==> config.mk <==
export PLATFORM = sky130hd
export DESIGN_NAME = card_shoe
export DESIGN_NICKNAME = d
export VERILOG_FILES = /design/src/rtl/card_shoe.sv
export SDC_FILE = /design/constraint.sdc
export NUM_CORES = 1
export LEC_CHECK = 0
export ABC_AREA = 1
export CAP_MARGIN = 15
export CORE_MARGIN = 2
export CORE_UTILIZATION = 40
export CTS_BUF_LIST = sky130_fd_sc_hd__clkbuf_4 sky130_fd_sc_hd__clkbuf_8 sky130_fd_sc_hd__clkbuf_16
export CTS_CLUSTER_SIZE = 10
export DETAILED_ROUTE_END_ITERATION = 8
export DONT_BUFFER_PORTS = 1
export PLACE_DENSITY_LB_ADDON = 0.08
export SETUP_SLACK_MARGIN = 0.5
export SYNTH_ARGS = -nofsm -noshare
export SYNTH_HDL_FRONTEND = slang
export SYNTH_SLANG_ARGS = --single-unit
export TNS_END_PERCENT = 50
==> constraint.sdc <==
create_clock -name clk -period 3.8 [get_ports clk]
set_input_delay 0.38 -clock clk [delete_from_list [all_inputs] [get_ports clk]]
set_output_delay 0.38 -clock clk [all_outputs]
set_load 0.01 [all_outputs]
==> src/rtl/card_shoe.sv <==
// 52-card shoe: fills a deck, shuffles it with a Galois LFSR
// (Fisher-Yates by rejection) and deals cards on request.
module card_shoe #(
  parameter logic [15:0] SEED = 16'hACE1
) (
  input  logic       clk,
  input  logic       resetn,
  input  logic       req,
  input  logic       shuffle,
  output logic       card_valid,
  output logic [3:0] card_rank,
  output logic [1:0] card_suit,
  output logic [3:0] card_value,
  output logic [5:0] cards_left,
  output logic       ready,
  output logic       empty
);

  localparam logic [15:0] SEED_I = (SEED == 16'h0) ? 16'h0001 : SEED;
  localparam logic [15:0] MASK   = 16'hB400;

  typedef enum logic [1:0] {
    S_INIT,
    S_SHUF,
    S_READY
  } state_t;

  state_t      state_q;
  logic [15:0] lfsr_q, lfsr_d;
  logic [5:0]  k_q, i_q, p_q, left_q;
  logic [5:0]  deck_q [52];
  logic        valid_q, ready_q;
  logic [3:0]  rank_q, value_q;
  logic [1:0]  suit_q;

  logic [5:0]  j;
  logic        swap;
  logic [5:0]  cid, cidx;
  logic [1:0]  dsuit;
  logic [3:0]  drank, dvalue;

  assign lfsr_d = (lfsr_q >> 1) ^ (lfsr_q[0] ? MASK : 16'h0);
  assign j      = lfsr_q[5:0];
  assign swap   = (state_q == S_SHUF) && (j <= i_q);

  // id -> (suit, rank) without a divider
  always_comb begin
    cid   = deck_q[p_q];
    dsuit = 2'd0;
    cidx  = cid;
    if (cid >= 6'd39) begin
      dsuit = 2'd3;
      cidx  = cid - 6'd39;
    end else if (cid >= 6'd26) begin
      dsuit = 2'd2;
      cidx  = cid - 6'd26;
    end else if (cid >= 6'd13) begin
      dsuit = 2'd1;
      cidx  = cid - 6'd13;
    end
    drank  = cidx[3:0] + 4'd1;
    dvalue = (drank > 4'd10) ? 4'd10 : drank;
  end

  always_ff @(posedge clk) begin
    if (state_q == S_INIT) begin
      deck_q[k_q] <= k_q;
    end else if (swap) begin
      deck_q[i_q] <= deck_q[j];
      deck_q[j]   <= deck_q[i_q];
    end
  end

  always_ff @(posedge clk or negedge resetn) begin
    if (!resetn) begin
      state_q <= S_INIT;
      lfsr_q  <= SEED_I;
      k_q     <= 6'd0;
      i_q     <= 6'd0;
      p_q     <= 6'd0;
      left_q  <= 6'd0;
      valid_q <= 1'b0;
      ready_q <= 1'b0;
      rank_q  <= 4'd0;
      suit_q  <= 2'd0;
      value_q <= 4'd0;
    end else begin
      lfsr_q  <= lfsr_d;
      valid_q <= 1'b0;
      if (shuffle) begin
        state_q <= S_INIT;
        k_q     <= 6'd0;
        ready_q <= 1'b0;
        left_q  <= 6'd0;
      end else begin
        unique case (state_q)
          S_INIT: begin
            k_q <= k_q + 6'd1;
            if (k_q == 6'd51) begin
              state_q <= S_SHUF;
              k_q     <= 6'd0;
              i_q     <= 6'd51;
              p_q     <= 6'd0;
            end
          end
          S_SHUF: begin
            if (swap) begin
              i_q <= i_q - 6'd1;
              if (i_q == 6'd1) begin
                state_q <= S_READY;
                ready_q <= 1'b1;
                left_q  <= 6'd52;
              end
            end
          end
          S_READY: begin
            if (req && left_q != 6'd0) begin
              valid_q <= 1'b1;
              rank_q  <= drank;
              suit_q  <= dsuit;
              value_q <= dvalue;
              p_q     <= p_q + 6'd1;
              left_q  <= left_q - 6'd1;
            end
          end
          default: state_q <= S_INIT;
        endcase
      end
    end
  end

  assign card_valid = valid_q;
  assign card_rank  = rank_q;
  assign card_suit  = suit_q;
  assign card_value = value_q;
  assign cards_left = left_q;
  assign ready      = ready_q;
  assign empty      = ready_q && (left_q == 6'd0);

endmodule

==> results.json, run 1 <==
{
  "cts_tree": "done",
  "cts_max_path_buffers": 3,
  "layout-drive-gt1-share_pct": 19.87,
  "fin_skew_ns": 0.03310,
  "grt_remaining_overflow": 0,
  "hpwl_mm": 86.07,
  "nNetsFinal": 3467,
  "wire_per_inst_um": 29.73,
  "syn_inst": 3332,
  "grt_pass1_wl_mm": 174.0,
  "synth_async_sr_flop_share_pct": 14.75,
  "synth_simple_gate_area_share_pct": 20.89,
  "core_area_um2": 61480,
  "ys_ff_latch": 366,
  "fin_setup_tns_ns": 0,
  "critPathTopFamily": "simple AND/OR/NAND/NOR gates",
  "synth_compound_area_share_pct": 24.32,
  "cts_max_level": 2,
  "end_kind": "register",
  "grt_setup_unrepaired": "true",
  "gp_congestion": 1.025,
  "die_x_um": 252.8,
  "track_usage_pct": 38.14,
  "total_power_w": 0.02923,
  "ctsRootBufferMaster": "clkbuf_16",
  "synth_mux_area_share_pct": 0,
  "ant_nets": 0,
  "syn_to_final_growth_pct": 25.09,
  "cts_inserted_buffers": 46,
  "dieArea_um2": 63900,
  "cp_data_required_time_ns": 4.11,
  "cts.sinks": 366,
  "fp.dieH_um": 252.8,
  "path_cells": "inv_2 > ha_1 > a21oi_1 > o21bai_1 > a21oi_1 > nor2_1 > o22ai_2 > nand2_4 > buf_8 > buf_4 > nor4_2 > nand4_1 > nand2_2 > buf_4 > o21ai_0",
  "synthTopCellsByCount": "nand2_1, o21ai_0, edfxtp_1",
  "met3_usage_pct": 9.087,
  "synth_xor_area_share_pct": 0.2122,
  "setup_viol": 0,
  "hold_slack_ns": 0.02940,
  "hold_violations": 0,
  "synth_edf_count": 312,
  "syn_area_per_cell_um2": 7.431,
  "ys_dominant_reg_cell": "edfxtp_1",
  "clk_pin_slew_ns": 0.06,
  "synth_area_leaders": "edfxtp_1, o21ai_0, nand2_1, inv_1, dfrtp_1",
  "seqCellArea_um2": 10750,
  "clk_latency_ns": 0.60,
  "grtUsageMet2_pct": 56.44,
  "p_leak_nw": 11.81,
  "use_met1_pct": 52.16,
  "run_status": "finished, final reports clean",
  "relSlewSlack_pct": 48.87,
  "layout_min_cycle_time_ns": 3.332,
  "startpoint_type": "register",
  "fmaxAchievable_mhz": 300.2,
  "portBuffers": 0,
  "multiInputGateArea_um2": 12910,
  "fin_crit_sh_pct": 87.68,
  "pin_count": 23,
  "drc_errors": 0,
  "viasPerCell": 6.199,
  "grt_max_degree": 128,
  "ys_types": 55,
  "maxSlewViolCount": 0,
  "busiest_layer": "met2",
  "grt_pass1_vias": 23804,
  "yosysWarnings": 0,
  "num_vias": 26402,
  "cap_violations": 0,
  "yosysMostFrequentCell": "nand2_1",
  "path_buf_inv": 4,
  "synth_seq_area_share_pct": 43.34,
  "arrival_ns": 3.64,
  "worstPathMaxFanout": 14,
  "path_class": "reg2reg",
  "synthesis.nets": 3357,
  "row_count": 91,
  "synth_top_family_by_area": "compound AO/OA/AOI/OAI gates",
  "cpMaxStageDelayCell": "dfrtp_4",
  "synthAdderAreaFrac_pct": 1.061,
  "n_fill_cell": 5978,
  "wl_mm": 126.6,
  "vdd_drop_max_mv": 0.6642,
  "drt_pass1_iterations": 6,
  "max_stage_delay_ns": 0.49,
  "powerDensity_nw_per_um2": 943.7,
  "tightest_slew_ns": 0.7641,
  "hold_path.class": "in2reg",
  "synth_top_area_share_pct": 37.84,
  "antenna_found_initial": 2,
  "drtIter0Drc": 3672,
  "initial_core_util_pct": 40.27,
  "yosys.area.top_type": "edfxtp_1",
  "synth_area_um2": 24760
}
==> layer usage <==
metal / wire length [um] / part of all wire, % / vias to the layer above
li1: - / - / 11715
met2: 52860 / 42 / 1772
met3: 14710 / 12 / 371
met1: 51480 / 41 / 12542
met5: 13 / 0.010 / -
met4: 7562 / 6.0 / 2
==> layout by cell type (no fill, tap or decap), types with 9 or more instances in the layout <==
cell type   netlist  routed
buf_6            16      22
inv_4             0       9
a221oi_1         30      21
nand3_2           6      26
nand4_1          24      24
nor2_2            1      23
o21ai_1          42      45
edfxtp_1        312     312
nor2_1          222     190
nand2_2           8      40
o22ai_1          42      41
dfrtp_1          46      42
buf_4            11     230
clkinv_1          7      10
o211ai_1         65      65
inv_1           308     272
inv_2            12      22
a22oi_1          28      27
o21ai_4           0      47
buf_12            0      51
clkinvlp_4        0      16
nand2_4           0      17
o2111ai_1        17      14
nor3_1           15      13
nand2_1         775     724
nand3_4           0      10
clkbuf_16         0      59
nor2_4            1      11
o21ai_0         629     572
clkbuf_4          0      14
ha_1             21      16
nand3_1         193     163
a21oi_1         191     183
==> power by group <==
| group | switching, W | total, W | internal (W) |
|---|---|---|---|
| logic | 0.0129 | 0.0191 | 0.00618 |
| clock network | 0.00174 | 0.00421 | 0.00246 |
| registers | 0.000413 | 0.00592 | 0.00551 |
| total | 0.0151 | 0.0292 | 0.0141 |
==> kinds of logic (layout without fill, tap and decap cells) <==
group	Yosys count	after routing
and+or+nand+nor	1261	1261
AOI/OAI and AO/OA	1083	1083
buffers and inverters	595	731
DFF	366	366
adders and majority gates	21	21
xor gates and xnor gates	6	6
other	0	1
==> metrics by stage <==
stage / utilization (%) / setup slack (ns) / area (um2) / instances
detailed placement: 43.75 / 0.1039 / 26900 / 4087
global route: 50.37 / 0.3301 / 30970 / 4258
global placement: 43.75 / 0.1081 / 26900 / 4087
floorplan: - / 0.5036 / 24930 / 3332
CTS: 48.01 / 0.4460 / 29520 / 4205
finish: 50.37 / 0.4683 / 30970 / 4259
==> timing repair <==
item | 4_1_cts | 5_1_grt
hold buffers | 3 | 0
setup buffers | 35 | 42
gates cloned | 6 | 11
pin swaps | 34 | 83
endpoints found under the hold margin | 56 | 0
resized for setup | 141 | 208
setup endpoints to repair | 624 | 631
==> sequential cells by signal (all words and copies together) (netlist names) <==
register,cells
card_rank,4
card_suit,2
card_valid,1
card_value,4
cards_left,6
deck_q,312
i_q,6
k_q,6
lfsr_q,16
p_q,6
ready,1
state_q,2
==> worst min-delay path, cell delays in order <==
cell     delay [ns]
nor2_1         0.04
nand3_1        0.07
o21ai_0        0.07
==> layout make-up <==
cell class | instances | share of cell area, %
Antenna cell | 1 | 0.008080
Clock buffer | 65 | 4.387
Clock inverter | 9 | 0.1616
Inverter | 327 | 4.238
Multi-Input combinational cell | 2371 | 41.70
Sequential cell | 366 | 34.69
Tap cell | 790 | 3.192
Timing Repair Buffer | 330 | 11.62
==> worst paths after layout <==
kind,startpoint,to,slack [ns],depth (start not counted)
hold / removal,shuffle,cards_left[0],0.03,3
setup reg to reg,i_q[1],deck_q[20][2],0.47,15
max in group asynchronous,resetn,lfsr_q[5],3.17,2
hold reg to reg,lfsr_q[12],lfsr_q[11],0.35,0
setup / recovery,i_q[1],deck_q[20][2],0.47,15
min in group asynchronous,resetn,lfsr_q[9],0.35,2
Note: power is estimated with default switching activity, not from simulation.
==> inputs of run 2 (changes only) <==
- ABC_AREA: 1 -> default
- CORE_ASPECT_RATIO: default -> 0.8
- CORE_MARGIN: 2 -> 3
==> results.json, run 2 <==
{
  "seqCellArea_um2": 10750,
  "startpoint_type": "register",
  "track_usage_pct": 34.98,
  "portBuffers": 0,
  "path_cells": "nor2_1 > a22oi_1 > a31oi_1 > a221oi_2 > buf_4 > a21oi_4 > inv_2 > ha_4 > nand2_4 > o32ai_4 > nor4b_4 > buf_4 > nor2_2 > a32o_1 > or3_4 > ha_4 > xor2_4 > nor2_2 > a22o_1",
  "fin_cells": 2926,
  "die_x_um": 278.5,
  "wl_mm": 112.7,
  "ys_ff_latch": 366,
  "largest_reg_flops": 312,
  "grt_pass1_vias": 19421,
  "r2r-end": "card_value[2]",
  "grtUsageMet2_pct": 50.07,
  "synth_compound_area_share_pct": 11.55,
  "cts_max_path_buffers": 3,
  "dp.cells": 2700,
  "setup_viol": 8,
  "cts.sinks": 366,
  "grt_pass1_wl_mm": 154.4,
  "cp-startpoint": "p_q[1]",
  "critPathTopFamily": "simple AND/OR/NAND/NOR gates",
  "initial_core_util_pct": 40.62,
  "nNetsFinal": 2158,
  "synthAdderAreaFrac_pct": 1.105,
  "finalInstanceArea_um2": 32810,
  "ctsRootBufferMaster": "clkbuf_16",
  "synth_top_area_share_pct": 39.42,
  "seqPwrFrac_pct": 38.9,
  "gp_congestion": 0.9691,
  "maxSlewViolCount": 0,
  "synth_edf_count": 312,
  "end_kind": "register",
  "drtIter0Drc": 3058,
  "clk_pin_slew_ns": 0.06,
  "r2r_slack_ns": -0.45,
  "synthesis.nets": 1863,
  "violations": "setup timing",
  "synth_area_leaders": "edfxtp_1, mux4_2, mux2i_1, dfrtp_1, a22oi_1",
  "hold_path.class": "in2reg",
  "multiInputGateArea_um2": 14150,
  "cts_tree": "done",
  "p_clk_share_pct": 36.7,
  "netSwitchingFraction_pct": 28.97,
  "most-common-layout-cells": "mux2i_1, edfxtp_1, buf_4, mux4_2, a22oi_1",
  "synth_simple_gate_area_share_pct": 6.764,
  "drt_pass1_iterations": 8,
  "cts_max_level": 2,
  "yosys.area.top_type": "edfxtp_1",
  "comb_power_share_pct": 24.4,
  "synth_top_family_by_area": "multiplexers",
  "worstPathMaxFanout": 17,
  "row_count": 79,
  "cp_data_required_time_ns": 4.27,
  "utilization_pct": 56.07,
  "hpwl_mm": 72.12,
  "worstReg2RegStart": "p_q[1]",
  "ant_nets": 0,
  "layout_min_cycle_time_ns": 4.248,
  "largest_register": "deck_q",
  "powerDensity_nw_per_um2": 354.0,
  "yosysMostFrequentCell": "mux2i_1",
  "dieArea_um2": 62400,
  "power_switching_w": 0.003365,
  "run_status": "finished with violations",
  "reg_top3": "deck_q x312, lfsr_q x16",
  "layout-drive-gt1-share_pct": 43.44,
  "ys_dominant_reg_cell": "edfxtp_1",
  "drc_errors": 0,
  "met3_usage_pct": 9.649,
  "syn_area_per_cell_um2": 12.93,
  "grt_max_degree": 84,
  "pin_count": 23,
  "critical_path_depth": 19,
  "path_class": "reg2reg",
  "fmaxAchievable_mhz": 235.4,
  "grt_setup_unrepaired": "true",
  "synth_xor_area_share_pct": 0.6843,
  "relSlewSlack_pct": 15.58,
  "final_common_cell": "mux2i_1",
  "hold_slack_ns": 0.04021,
  "p_leak_nw": 12.47,
  "num_vias": 20294,
  "hold_violations": 0,
  "max_stage_delay_ns": 0.62,
  "busiest_layer": "met1",
  "clk_latency_ns": 0.60,
  "cpMaxStageDelayCell": "dfrtp_4",
  "ys_types": 88,
  "placed_cell_area_um2": 27610,
  "fin_crit_sh_pct": 111.8,
  "tightest_slew_ns": 1.263,
  "grt_remaining_overflow": 0,
  "cap_violations": 0,
  "fp.dieH_um": 224.0,
  "core_area_um2": 58520,
  "viasPerCell": 6.936,
  "syn_inst": 1838,
  "reg2reg_depth": 19,
  "yosysWarnings": 0,
  "intPower_w": 0.008249,
  "use_met1_pct": 50.17,
  "path_buf_inv": 3,
  "cts_inserted_buffers": 44,
  "synth_mux_area_share_pct": 30.76,
  "n_fill_cell": 4770,
  "arrival_ns": 4.72,
  "wire_per_inst_um": 38.52,
  "synthTopCellsByCount": "mux2i_1, edfxtp_1, mux4_2",
  "syn_to_final_growth_pct": 38.03,
  "antenna_found_initial": 2,
  "synth_async_sr_flop_share_pct": 14.75,
  "synth_seq_area_share_pct": 45.14,
  "vdd_drop_max_mv": 0.2785,
  "fin_skew_ns": 0.02884,
  "finalWorstSetupSlack_ns": -0.4484,
  "synth_area_um2": 23770,
  "post-place-ws_ns": -0.5799,
  "endpoint": "card_value[2]",
  "antenna_cells": 0
}
run 2: cell count changes in the layout (fill, tap and decap cells not counted), moves of 48 or more:
cell / change
nand2_1: -673
o21ai_0: -556
mux2i_1: +327
inv_1: -254
a21oi_1: -164
mux4_2: +157
nand3_1: -132
nor2_1: -129
a22oi_1: +89
o211ai_1: -56
buf_6: +48
run 2: per-stage QoR:
| stage | total power (W) | TNS (ns) |
|---|---|---|
| after floorplan | 0.005971 | -4.263 |
| after global placement | 0.006852 | -3.300 |
| after detailed placement | 0.006864 | -4.031 |
| after CTS | 0.01149 | -1.920 |
| after global routing | 0.01192 | -3.742 |
| final | 0.01161 | -2.720 |
run 2: per-layer routing:
layer | vias to the layer above | routed length [um]
li1 | 8053 | -
met2 | 1496 | 47000
met4 | 0 | 5494
met5 | - | 0
met1 | 10471 | 46310
met3 | 274 | 13890
run 2: cell type report:
cell class	count	share of cell area (%)
flip-flops and latches	366	32.76
clock buffers	63	3.863
inverters	27	0.3547
clock inverters	7	0.3547
multi-input cells	1261	43.14
repair buffers	433	16.60
well taps	769	2.933
run 2: logic make-up (layout without fill, tap and decap cells):
| kind of cell | Yosys count | count (layout) |
|---|---|---|
| muxes | 515 | 515 |
| buffers and inverters | 212 | 530 |
| adders and majority gates | 21 | 21 |
| DFF | 366 | 366 |
| xor gates and xnor gates | 16 | 16 |
| AOI/OAI and AO/OA | 374 | 374 |
| and+or+nand+nor | 334 | 335 |
run 2: worst min path at each step:
| stage | start | cells past startpoint | slack, ns | to |
|---|---|---|---|---|
| floorplan | resetn | 0 | 0.08 | card_rank[0] |
| global placement | resetn | 0 | 0.09 | lfsr_q[3] |
| detailed placement | resetn | 0 | 0.09 | lfsr_q[4] |
| CTS | shuffle | 2 | 0.02 | cards_left[2] |
| global route | shuffle | 2 | 0.04 | cards_left[5] |
| finish | shuffle | 2 | 0.04 | cards_left[2] |
run 2: power by group through the flow:
stage	clock (W)	combinational (W)	sequential [W]
2_1_floorplan	0	0.00143	0.00454
3_3_place_gp	0	0.00226	0.00459
3_5_place_dp	0	0.00227	0.00459
4_1_cts	0.00431	0.00267	0.00451
5_1_grt	0.00446	0.00293	0.00452
6_report	0.00426	0.00283	0.00452
run 2: what timing repair did:
item,in CTS,in global routing
gates resized for setup,279,101
hold buffers,3,0
setup buffers,85,26
endpoints found under the setup margin,635,637
pin swaps,87,80
endpoints found under the hold margin,58,0
gates cloned,26,13
